$ cat src/rtl/atconv_pool_engine_if.sv
// Bus between the atrous-convolution/pooling engine and its surroundings:
// the control handshake, the image ROM port and the result-memory write port.
interface atconv_pool_engine_if #(
    parameter int LOG_W = 6,
    parameter int DW    = 13
);
    localparam int AW = 2 * LOG_W;

    // start is a one-cycle request honoured only while idle. busy rises the
    // next cycle and falls in the same cycle as the one-cycle done pulse.
    // The write port has no backpressure: every cycle with cwr=1 is one write.
    logic          start;
    logic [1:0]    dil;
    logic          pool_en;
    logic          busy;
    logic          done;
    logic [AW-1:0] iaddr;
    logic [DW-1:0] idata;
    logic          cwr;
    logic          csel;
    logic [AW-1:0] caddr_wr;
    logic [DW-1:0] cdata_wr;
    logic [2:0]    state_dbg;

    modport master (
        input  start, dil, pool_en, idata,
        output busy, done, iaddr, cwr, csel, caddr_wr, cdata_wr, state_dbg
    );

    modport slave (
        output start, dil, pool_en, idata,
        input  busy, done, iaddr, cwr, csel, caddr_wr, cdata_wr, state_dbg
    );
endinterface

$ cat src/rtl/atconv_pool_engine.sv
// 3x3 shift-weight atrous convolution with clamp-to-edge padding, bias,
// saturation and ReLU into layer 0, plus optional 2x2 ceil max-pool into layer 1.
module atconv_pool_engine #(
    parameter int            LOG_W = 6,
    parameter int            DW    = 13,
    parameter int            FRAC  = 4,
    parameter logic [DW-1:0] BIAS  = 13'h1FF4,
    parameter int            SH_C  = 0,
    parameter int            SH_TB = 3,
    parameter int            SH_LR = 2,
    parameter int            SH_D  = 4
) (
    input logic                  clk,
    input logic                  reset,
    atconv_pool_engine_if.master bus
);
    localparam int AW  = 2 * LOG_W;
    localparam int ACW = DW + 4;
    localparam logic signed [LOG_W+2:0] MAX_COORD = {3'b000, {LOG_W{1'b1}}};

    typedef enum logic [2:0] {
        S_IDLE  = 3'd0,
        S_FETCH = 3'd1,
        S_ACC   = 3'd2,
        S_WR_L0 = 3'd3,
        S_WR_L1 = 3'd4,
        S_FIN   = 3'd5
    } state_t;

    state_t                  state, state_nxt;
    logic [3:0]              tap;
    logic [AW-1:0]           pix;
    logic [1:0]              dil_q;
    logic                    pool_q;
    logic signed [ACW-1:0]   acc;
    logic [DW-1:0]           pool_max;

    logic [1:0]              deff;
    logic [LOG_W-1:0]        row, col, tap_r, tap_c;
    logic [3:0]              wk;
    logic signed [ACW-1:0]   px, term;
    logic [DW-1:0]           relu, pool_out;
    logic [DW:0]             rnd, rnd_int;

    // Tap order: centre, TL, T, TR, L, R, BL, B, BR. Direction code 01=+1, 11=-1.
    function automatic logic [1:0] tap_dr(input logic [3:0] k);
        case (k)
            4'd1, 4'd2, 4'd3: tap_dr = 2'b11;
            4'd6, 4'd7, 4'd8: tap_dr = 2'b01;
            default:          tap_dr = 2'b00;
        endcase
    endfunction

    function automatic logic [1:0] tap_dc(input logic [3:0] k);
        case (k)
            4'd1, 4'd4, 4'd6: tap_dc = 2'b11;
            4'd3, 4'd5, 4'd8: tap_dc = 2'b01;
            default:          tap_dc = 2'b00;
        endcase
    endfunction

    function automatic logic [LOG_W-1:0] clamp_axis(input logic [LOG_W-1:0] base,
                                                    input logic [1:0] dir,
                                                    input logic [1:0] d);
        logic signed [LOG_W+2:0] p, b_ext, d_ext;
        b_ext = {3'b000, base};
        d_ext = {{(LOG_W+1){1'b0}}, d};
        case (dir)
            2'b01:   p = b_ext + d_ext;
            2'b11:   p = b_ext - d_ext;
            default: p = b_ext;
        endcase
        if (p[LOG_W+2])
            clamp_axis = '0;
        else if (p > MAX_COORD)
            clamp_axis = '1;
        else
            clamp_axis = p[LOG_W-1:0];
    endfunction

    always_ff @(posedge clk or negedge reset) begin
        if (!reset)
            state <= S_IDLE;
        else
            state <= state_nxt;
    end

    always_comb begin
        state_nxt = state;
        case (state)
            S_IDLE:  if (bus.start) state_nxt = S_FETCH;
            S_FETCH: if (tap == 4'd8) state_nxt = S_ACC;
            S_ACC:   state_nxt = S_WR_L0;
            S_WR_L0: begin
                if (pool_q && (pix[1:0] == 2'b11))
                    state_nxt = S_WR_L1;
                else if (&pix)
                    state_nxt = S_FIN;
                else
                    state_nxt = S_FETCH;
            end
            S_WR_L1: state_nxt = (&pix) ? S_FIN : S_FETCH;
            S_FIN:   state_nxt = S_IDLE;
            default: state_nxt = S_IDLE;
        endcase
    end

    // Pool mode walks 2x2 blocks: pix = {block row, block col, dy, dx}.
    always_comb begin
        deff = (dil_q == 2'd0) ? 2'd1 : dil_q;
        if (pool_q) begin
            row = {pix[AW-1:LOG_W+1], pix[1]};
            col = {pix[LOG_W:2], pix[0]};
        end else begin
            row = pix[AW-1:LOG_W];
            col = pix[LOG_W-1:0];
        end
        tap_r = clamp_axis(row, tap_dr(tap), deff);
        tap_c = clamp_axis(col, tap_dc(tap), deff);

        // The ROM answers one cycle late, so the data arriving now is for the previous tap.
        wk = (state == S_ACC) ? 4'd8 : tap - 4'd1;
        px = {{(ACW-DW){bus.idata[DW-1]}}, bus.idata};
        case (wk)
            4'd0:       term = px >>> SH_C;
            4'd2, 4'd7: term = -(px >>> SH_TB);
            4'd4, 4'd5: term = -(px >>> SH_LR);
            default:    term = -(px >>> SH_D);
        endcase

        if (acc[ACW-1])
            relu = '0;
        else if (|acc[ACW-2:DW-1])
            relu = {1'b0, {(DW-1){1'b1}}};
        else
            relu = acc[DW-1:0];

        rnd     = {1'b0, pool_max} + {{(DW+1-FRAC){1'b0}}, {FRAC{1'b1}}};
        rnd_int = rnd & {{(DW+1-FRAC){1'b1}}, {FRAC{1'b0}}};
        if (rnd_int[DW] | rnd_int[DW-1])
            pool_out = {1'b0, {(DW-1-FRAC){1'b1}}, {FRAC{1'b0}}};
        else
            pool_out = rnd_int[DW-1:0];
    end

    always_ff @(posedge clk or negedge reset) begin
        if (!reset) begin
            tap      <= '0;
            pix      <= '0;
            dil_q    <= '0;
            pool_q   <= 1'b0;
            acc      <= '0;
            pool_max <= '0;
        end else begin
            tap <= (state == S_FETCH && tap != 4'd8) ? tap + 4'd1 : 4'd0;
            case (state)
                S_IDLE: if (bus.start) begin
                    dil_q    <= bus.dil;
                    pool_q   <= bus.pool_en;
                    pix      <= '0;
                    pool_max <= '0;
                end
                S_FETCH: begin
                    if (tap == 4'd0)
                        acc <= {{(ACW-DW){BIAS[DW-1]}}, BIAS};
                    else
                        acc <= acc + term;
                end
                S_ACC: acc <= acc + term;
                S_WR_L0: begin
                    if (relu > pool_max)
                        pool_max <= relu;
                    if (state_nxt == S_FETCH)
                        pix <= pix + 1'b1;
                end
                S_WR_L1: begin
                    pool_max <= '0;
                    if (state_nxt == S_FETCH)
                        pix <= pix + 1'b1;
                end
                default: ;
            endcase
        end
    end

    always_comb begin
        bus.busy      = (state == S_FETCH) || (state == S_ACC) ||
                        (state == S_WR_L0) || (state == S_WR_L1);
        bus.done      = (state == S_FIN);
        bus.iaddr     = (state == S_FETCH) ? {tap_r, tap_c} : '0;
        bus.cwr       = 1'b0;
        bus.csel      = 1'b0;
        bus.caddr_wr  = '0;
        bus.cdata_wr  = '0;
        bus.state_dbg = state;
        if (state == S_WR_L0) begin
            bus.cwr      = 1'b1;
            bus.caddr_wr = {row, col};
            bus.cdata_wr = relu;
        end else if (state == S_WR_L1) begin
            bus.cwr      = 1'b1;
            bus.csel     = 1'b1;
            bus.caddr_wr = {2'b00, row[LOG_W-1:1], col[LOG_W-1:1]};
            bus.cdata_wr = pool_out;
        end
    end
endmodule

$ cat src/flat_wrapper.sv
// flat-port wrapper written by rule: the top's interface ports become plain ports
module atconv_pool_engine_flat 
#(
    parameter int            LOG_W = 6,
    parameter int            DW    = 13,
    parameter int            FRAC  = 4,
    parameter logic [DW-1:0] BIAS  = 13'h1FF4,
    parameter int            SH_C  = 0,
    parameter int            SH_TB = 3,
    parameter int            SH_LR = 2,
    parameter int            SH_D  = 4
)
  (clk, reset, bus_start, bus_dil, bus_pool_en, bus_idata, bus_busy, bus_done, bus_iaddr, bus_cwr, bus_csel, bus_caddr_wr, bus_cdata_wr, bus_state_dbg);
  atconv_pool_engine_if #(.LOG_W(LOG_W), .DW(DW)) bus_i ();
  input logic clk;
  input logic reset;
  input wire logic [$bits(bus_i.start)-1:0] bus_start;
  input wire logic [$bits(bus_i.dil)-1:0] bus_dil;
  input wire logic [$bits(bus_i.pool_en)-1:0] bus_pool_en;
  input wire logic [$bits(bus_i.idata)-1:0] bus_idata;
  output wire logic [$bits(bus_i.busy)-1:0] bus_busy;
  output wire logic [$bits(bus_i.done)-1:0] bus_done;
  output wire logic [$bits(bus_i.iaddr)-1:0] bus_iaddr;
  output wire logic [$bits(bus_i.cwr)-1:0] bus_cwr;
  output wire logic [$bits(bus_i.csel)-1:0] bus_csel;
  output wire logic [$bits(bus_i.caddr_wr)-1:0] bus_caddr_wr;
  output wire logic [$bits(bus_i.cdata_wr)-1:0] bus_cdata_wr;
  output wire logic [$bits(bus_i.state_dbg)-1:0] bus_state_dbg;
  assign bus_i.start = bus_start;
  assign bus_i.dil = bus_dil;
  assign bus_i.pool_en = bus_pool_en;
  assign bus_i.idata = bus_idata;
  assign bus_busy = bus_i.busy;
  assign bus_done = bus_i.done;
  assign bus_iaddr = bus_i.iaddr;
  assign bus_cwr = bus_i.cwr;
  assign bus_csel = bus_i.csel;
  assign bus_caddr_wr = bus_i.caddr_wr;
  assign bus_cdata_wr = bus_i.cdata_wr;
  assign bus_state_dbg = bus_i.state_dbg;
  atconv_pool_engine #(.LOG_W(LOG_W), .DW(DW), .FRAC(FRAC), .BIAS(BIAS), .SH_C(SH_C), .SH_TB(SH_TB), .SH_LR(SH_LR), .SH_D(SH_D)) u_core (.clk(clk), .reset(reset), .bus(bus_i));
endmodule
$ cat config.mk
export PLATFORM = sky130hd
export DESIGN_NAME = atconv_pool_engine_flat
export DESIGN_NICKNAME = d
export VERILOG_FILES = /design/src/rtl/atconv_pool_engine_if.sv /design/src/rtl/atconv_pool_engine.sv /design/src/flat_wrapper.sv
export SDC_FILE = /design/constraint.sdc
export NUM_CORES = 1
export LEC_CHECK = 0
export CAP_MARGIN = 20
export CELL_PAD_IN_SITES_DETAIL_PLACEMENT = 1
export CELL_PAD_IN_SITES_GLOBAL_PLACEMENT = 1
export CORE_MARGIN = 3
export CORE_UTILIZATION = 43
export CTS_CLUSTER_SIZE = 24
export DETAILED_ROUTE_END_ITERATION = 6
export PLACE_DENSITY_LB_ADDON = 0.1
export SKIP_LAST_GASP = 1
export SYNTH_ARGS = -nofsm -noshare
export SYNTH_HDL_FRONTEND = slang
export SYNTH_SLANG_ARGS = --single-unit
export TNS_END_PERCENT = 30
$ cat constraint.sdc
create_clock -name clk -period 4.5 [get_ports clk]
set_input_delay 0.9 -clock clk [delete_from_list [all_inputs] [get_ports clk]]
set_output_delay 0.9 -clock clk [all_outputs]
set_load 0.01 [all_outputs]
==> impl_metrics.yaml, run 1 <==
critical_path:
  worstPathRequired_ps: 4690
  critPathBufInv: 3
  path_max_fanout: 6
  max_stage_delay_ps: 580
  cp_data_arrival_time_ps: 4480
  cp_top_family: "compound AO/OA/AOI/OAI gates"
  slowest_stage: "a2111oi_0"
  crit_chain: "clkdlybuf4s50_1 -> inv_1 -> ha_1 -> nand2b_1 -> and4bb_2 -> inv_1 -> o21ai_0 -> a21oi_1 -> nor2_1 -> a21oi_1 -> ha_1 -> a2111oi_0 -> a21oi_2 -> xor2_2 -> o21ai_1 -> a22oi_2"
  endpoint_kind: "flop"
  crit_path_start_kind: "input pin"
  worstSetupPathType: "input pin to flop"
place:
  dpl_worst_slack_ps: -240
  gp_congestion: 0.915
  port-buffer-count: 61
  dp_hpwl_mm: 14.2
  dp.cells: 956
detailed_routing:
  vias: 5551
  wire_per_inst_um: 18.6
  via_per_inst: 5.76
  wl_mm: 17.9
  drt_iter0_drc: 209
  drc: 0
  firstDrtPassIters: 5
  ant_nets: 0
timing:
  whs_ps: 523
  post-route-period-util_pct: 95.3
  fmax_mhz: 233
  finClkSkew_ps: 9.45
  final-setup-viol-count: 0
  worst_slew_pin_slew_ps: 930
  min_period_ps: 4290
  relSlewSlack_pct: 37.8
  fin_ws_ps: 213
  finalHoldViolCount: 0
  slew_violations: 0
  tns_ps: 0
synth:
  ys_warn_count: 0
  yosys_register_bits: 52
  yosysSeqAreaShare_pct: 23.1
  synth.avg_cell_area_um2: 7.96
  synth_edf_count: 0
  syn_inst: 707
  syn_area_um2: 5630
  ys_types: 82
  async_flop_share_pct: 100
  synth_ff_type: "dfrtp_1"
finish:
  nets: 861
  drive_above_1_share_pct: 13.4
  n_antenna_cell: 0
  syn_to_final_growth_pct: 21.2
  layout.cells.non_filler: 964
  nFillCells: 1579
floorplanning:
  dieArea_um2: 14500
  initial_utilization_pct: 44.2
  coreArea_um2: 12700
  pin_count: 63
  die_h_um: 120
  die_w_um: 120
  rows: 41
global_route:
  grt_pass1_wl_mm: 28.9
  grt_pass1_vias: 5805
  grt_start_max_net_pins: 53
  grt.overflow.total: 0
  gr-usage-all-layers_pct: 24.4
  antenna_found_initial: 0
pwr:
  ir_drop_uv: 557
  total_power_uw: 4110
  p_leak_uw: 0.00294
  powerDensity_nw_per_um2: 602
clock_tree:
  clock-sinks: 52
  cts_hold_buf: 0
  cts_tree: "done"
  cts_root_buf: "clkbuf_16"
  cts_made_buffers: 5
  htree_levels: 2
  clk_latency_ps: 310
  clockBufferDepth: 2
  path_clk_slew_ps: 80
status:
  status: "complete, no violations"
flow_run:
  cap_viol_max_count: 0
worst_hold_path:
  holdCritPathClass: "flop to flop"
power by group:
group / switching [µW] / leakage [µW] / internal (µW)
sequential: 153 / 0.000647 / 600
combinational: 1550 / 0.00222 / 1390
clock: 199 / 0.0000712 / 209
area by class of cell:
| class | instances | area (µm²) | area share [%] |
|---|---|---|---|
| Inverter | 46 | 173 | 2.53 |
| Clock inverter | 2 | 13.8 | 0.202 |
| Clock buffer | 6 | 129 | 1.89 |
| Tap cell | 172 | 215 | 3.16 |
| Sequential cell | 52 | 1300 | 19.1 |
| Multi-Input combinational cell | 574 | 4000 | 58.6 |
| Timing Repair Buffer | 112 | 988 | 14.5 |
cells in the final DEF, fill, tap and decap left out, drive strengths merged, types with 6 or more instances in the layout:
cell	count
a21o	15
a21oi	56
a22oi	6
a31oi	14
and2	6
and3	9
buf	52
clkbuf	6
clkdlybuf4s50	60
dfrtp	52
ha	46
inv	47
mux2	16
mux2i	6
nand2	44
nand2b	21
nand3	20
nand4	8
nor2	83
nor2b	6
nor3	25
nor4	7
o211ai	6
o21ai	50
o22ai	10
or3	6
xnor2	28
xor2	18
worst paths after layout:
kind                       depth (start not counted)                               to  slack, ps                   startpoint
setup / recovery                                  16       u_core.acc[16]$_DFFE_PN0P_        210                 bus_idata[5]
hold / removal                                     1      u_core.dil_q[0]$_DFFE_PN0P_        520  u_core.dil_q[0]$_DFFE_PN0P_
setup reg to reg                                  17       u_core.acc[15]$_DFFE_PN0P_        280      u_core.tap[0]$_DFF_PN0_
hold reg to reg                                    1      u_core.dil_q[0]$_DFFE_PN0P_        520  u_core.dil_q[0]$_DFFE_PN0P_
max in group asynchronous                          2      u_core.dil_q[1]$_DFFE_PN0P_       3270                        reset
min in group asynchronous                          2  u_core.pool_max[10]$_DFFE_PN0P_        730                        reset
synthesized netlist by cell type (all sizes together) (3+ instances only):
cell type,instances,area [µm²]
mux2i,6,60.1
and2,6,38.8
fa,5,100
dfrtp,52,1300
xor2,18,165
and3,9,56.3
a222oi,3,30.0
nor3,25,125
nand2,44,168
o22ai,10,62.6
a21oi,56,280
buf,12,81.3
inv,46,173
nor2b,6,37.5
nand2b,21,131
and2b,3,23.8
ha,46,576
nand3,20,113
o211ai,6,45.0
a211oi,5,50.1
nand4,8,50.1
a22o,3,26.3
o31ai,4,30.0
clkbuf,23,106
a221o,4,41.3
a22oi,6,63.8
mux2,16,180
nor4,7,58.8
a21o,15,113
nor3b,4,51.3
or3,6,37.5
o21ai,50,250
xnor2,28,245
a31oi,14,103
nor2,83,314
metal layers:
metal	part of all wire (%)	vias to the layer above	global-route usage [%]
met5	0	-	0
met4	2.1	0	7.72
met3	3.3	25	2.57
met2	51	97	44.1
met1	44	2742	30.5
li1	-	2687	-
stage by stage:
step                utilization (%)  area [µm²]
detailed placement             52.1        6630
floorplan                         -        5630
global placement               52.1        6630
finish                         53.6        6820
global route                   53.6        6820
CTS                            53.3        6780
cell families after synthesis:
logic type,share of synthesized area [%]
flip-flops,23.1
buffers and inverters,6.61
adder cells (fa/ha/maj),12.0
multiplexers,4.27
AO/OA/AOI/OAI,23.1
other,0.0667
AND/OR/NAND/NOR,23.6
XOR/XNOR,7.30
flip-flops by register name, summed over array words and instances, names as in the netlist:
name,cells
u_core.pix,12
u_core.dil_q,2
u_core.pool_q,1
u_core.pool_max,13
u_core.tap,4
u_core.acc,17
u_core.bus.state_dbg,3
timing repair:
item	in CTS	in global routing
endpoints found under the setup margin	0	4
buffers inserted	0	0
gates resized for setup	0	8
Note: power is estimated with default switching activity, not from simulation.
==> inputs of run 2 (changes only) <==
Settings changed: MAX_ROUTING_LAYER from default to met4.
==> run 2 against run 1 <==
  * Core utilization unchanged
  * Non-clock buffer count unchanged
  * Power about the same
  * Largest cell class unchanged
  * Critical path type unchanged
==> impl_metrics.yaml, run 2 (same netlist as run 1, synthesis figures left out) <==
timing:
  worst_slew_pin_slew_ps: 937
  tns_ps: 0
  finalHoldViolCount: 0
  post-route-period-util_pct: 95.5
  relSlewSlack_pct: 37.4
  slew_violations: 0
  min_period_ps: 4300
  finClkSkew_ps: 11.1
  fmax_mhz: 233
  fin_ws_ps: 204
  final-setup-viol-count: 0
pwr:
  p_int_uw: 2200
  p_leak_uw: 0.00294
  switchingPower_uw: 1910
  switching_share_pct: 46.5
  ir_drop_uv: 557
  p_clk_share_pct: 9.9
  pwr-share-seq_pct: 18.3
  power_frac_comb_pct: 71.8
  powerDensity_nw_per_um2: 603
finish:
  syn_to_final_growth_pct: 21.2
  final_area_um2: 6820
  most-common-layout-cells: "nor2_1, clkdlybuf4s50_1, a21oi_1"
  layout.cells.non_filler: 964
  nets: 861
  reg.largest.list: "u_core.acc (17), u_core.pool_max (13), u_core.pix (12)"
  drive_above_1_share_pct: 13.4
  top_register: "u_core.acc"
  largest_reg_flops: 17
  n_antenna_cell: 0
  final_common_cell: "nor2_1"
  nFillCells: 1579
clock_tree:
  htree_levels: 2
  path_clk_slew_ps: 80
  cts_made_buffers: 5
  clock-sinks: 52
  clk_latency_ps: 300
  cts_tree: "done"
  cts_root_buf: "clkbuf_16"
  post-cts-setup-buffer-count: 0
  clockBufferDepth: 2
floorplanning:
  die_h_um: 120
  die_w_um: 120
  dieArea_um2: 14500
  coreArea_um2: 12700
  initial_utilization_pct: 44.2
  pin_count: 63
  rows: 41
place:
  port-buffer-count: 61
  placed_area_um2: 6630
  dp.cells: 956
  dp_hpwl_mm: 14.2
  dpl_worst_slack_ps: -240
  gp_congestion: 0.931
critical_path:
  endpoint_kind: "flop"
  worstPathRequired_ps: 4730
  cp_data_arrival_time_ps: 4530
  r2r-start: "u_core.tap[0]$_DFF_PN0_"
  crit_path_start_kind: "input pin"
  r2r_cells: 17
  startpoint: "bus_idata[5]"
  r2r_setup_slack_ps: 280
  worstSetupPathType: "input pin to flop"
  path_max_fanout: 4
detailed_routing:
  via_per_inst: 5.79
  drt_iter0_drc: 238
  ant_nets: 0
  wire_per_inst_um: 18.6
  vias: 5584
  firstDrtPassIters: 5
  drc: 0
  wl_mm: 17.9
status:
  status: "complete, no violations"
global_route:
  gr-usage-all-layers_pct: 25.1
  grt_pass1_vias: 5799
  grt.overflow.total: 0
  grt_pass1_wl_mm: 28.9
  antenna_found_initial: 0
  grt_start_max_net_pins: 53
worst_hold_path:
  holdPathStages: 1
  min_from: "u_core.dil_q[0]$_DFFE_PN0P_"
  holdCritPathClass: "flop to flop"
flow_run:
  cap_viol_max_count: 0
[run 2: what timing repair did]
action / 4_1_cts / 5_1_grt
resized for setup: 0 / 8
endpoints found under the setup margin: 0 / 4
hold buffers: 0 / 0
[run 2: routing by layer]
metal | vias to the layer above | global-route usage, % | routed length [µm]
met3 | 25 | 2.48 | 484
met1 | 2787 | 30.5 | 7880
met4 | 0 | 7.72 | 371
met2 | 86 | 44.2 | 9160
li1 | 2686 | - | -
met5 | - | - | 0
[run 2: area by class of cell]
class | count | area [µm²] | area share (%)
Tap cell | 172 | 215 | 3.16
Sequential cell | 52 | 1300 | 19.1
Inverter | 46 | 173 | 2.53
Multi-Input combinational cell | 574 | 4000 | 58.6
Timing Repair Buffer | 112 | 988 | 14.5
Clock inverter | 2 | 13.8 | 0.202
Clock buffer | 6 | 129 | 1.89
[run 2: final timing paths]
path                                              endpoint
min                            u_core.dil_q[0]$_DFFE_PN0P_
max in group asynchronous      u_core.dil_q[0]$_DFFE_PN0P_
max                             u_core.acc[15]$_DFFE_PN0P_
min reg2reg                    u_core.dil_q[0]$_DFFE_PN0P_
max reg2reg                     u_core.acc[15]$_DFFE_PN0P_
min in group asynchronous  u_core.pool_max[10]$_DFFE_PN0P_
[run 2: critical path, stage by stage]
cell and delay (ps):
clkdlybuf4s50_1 490, nor4_4 320, nand2_1 110, or3_1 370, xnor2_1 150, o21ai_0 100
a211oi_1 220, a21oi_1 90, ha_1 340, and3_1 210, a221o_1 320, a221o_1 350
a31oi_2 210, nor2_1 70, a21o_1 150, a21oi_1 140
[run 2: power groups by stage]
stage	clock [µW]	sequential (µW)	combinational, µW
after floorplan	0	688	2050
after global placement	0	752	2750
after detailed placement	0	760	2890
after CTS	416	751	2910
after global routing	434	769	3280
final	408	752	2950
[run 2: metrics by stage]
step                      power (µW)  hold slack (ps)  util, %
final                           4110              518     53.6
after global placement          3500              483     52.1
after CTS                       4080              532     53.3
after floorplan                 2740              472        -
after detailed placement        3650              511     52.1
after global routing            4480              542     53.6
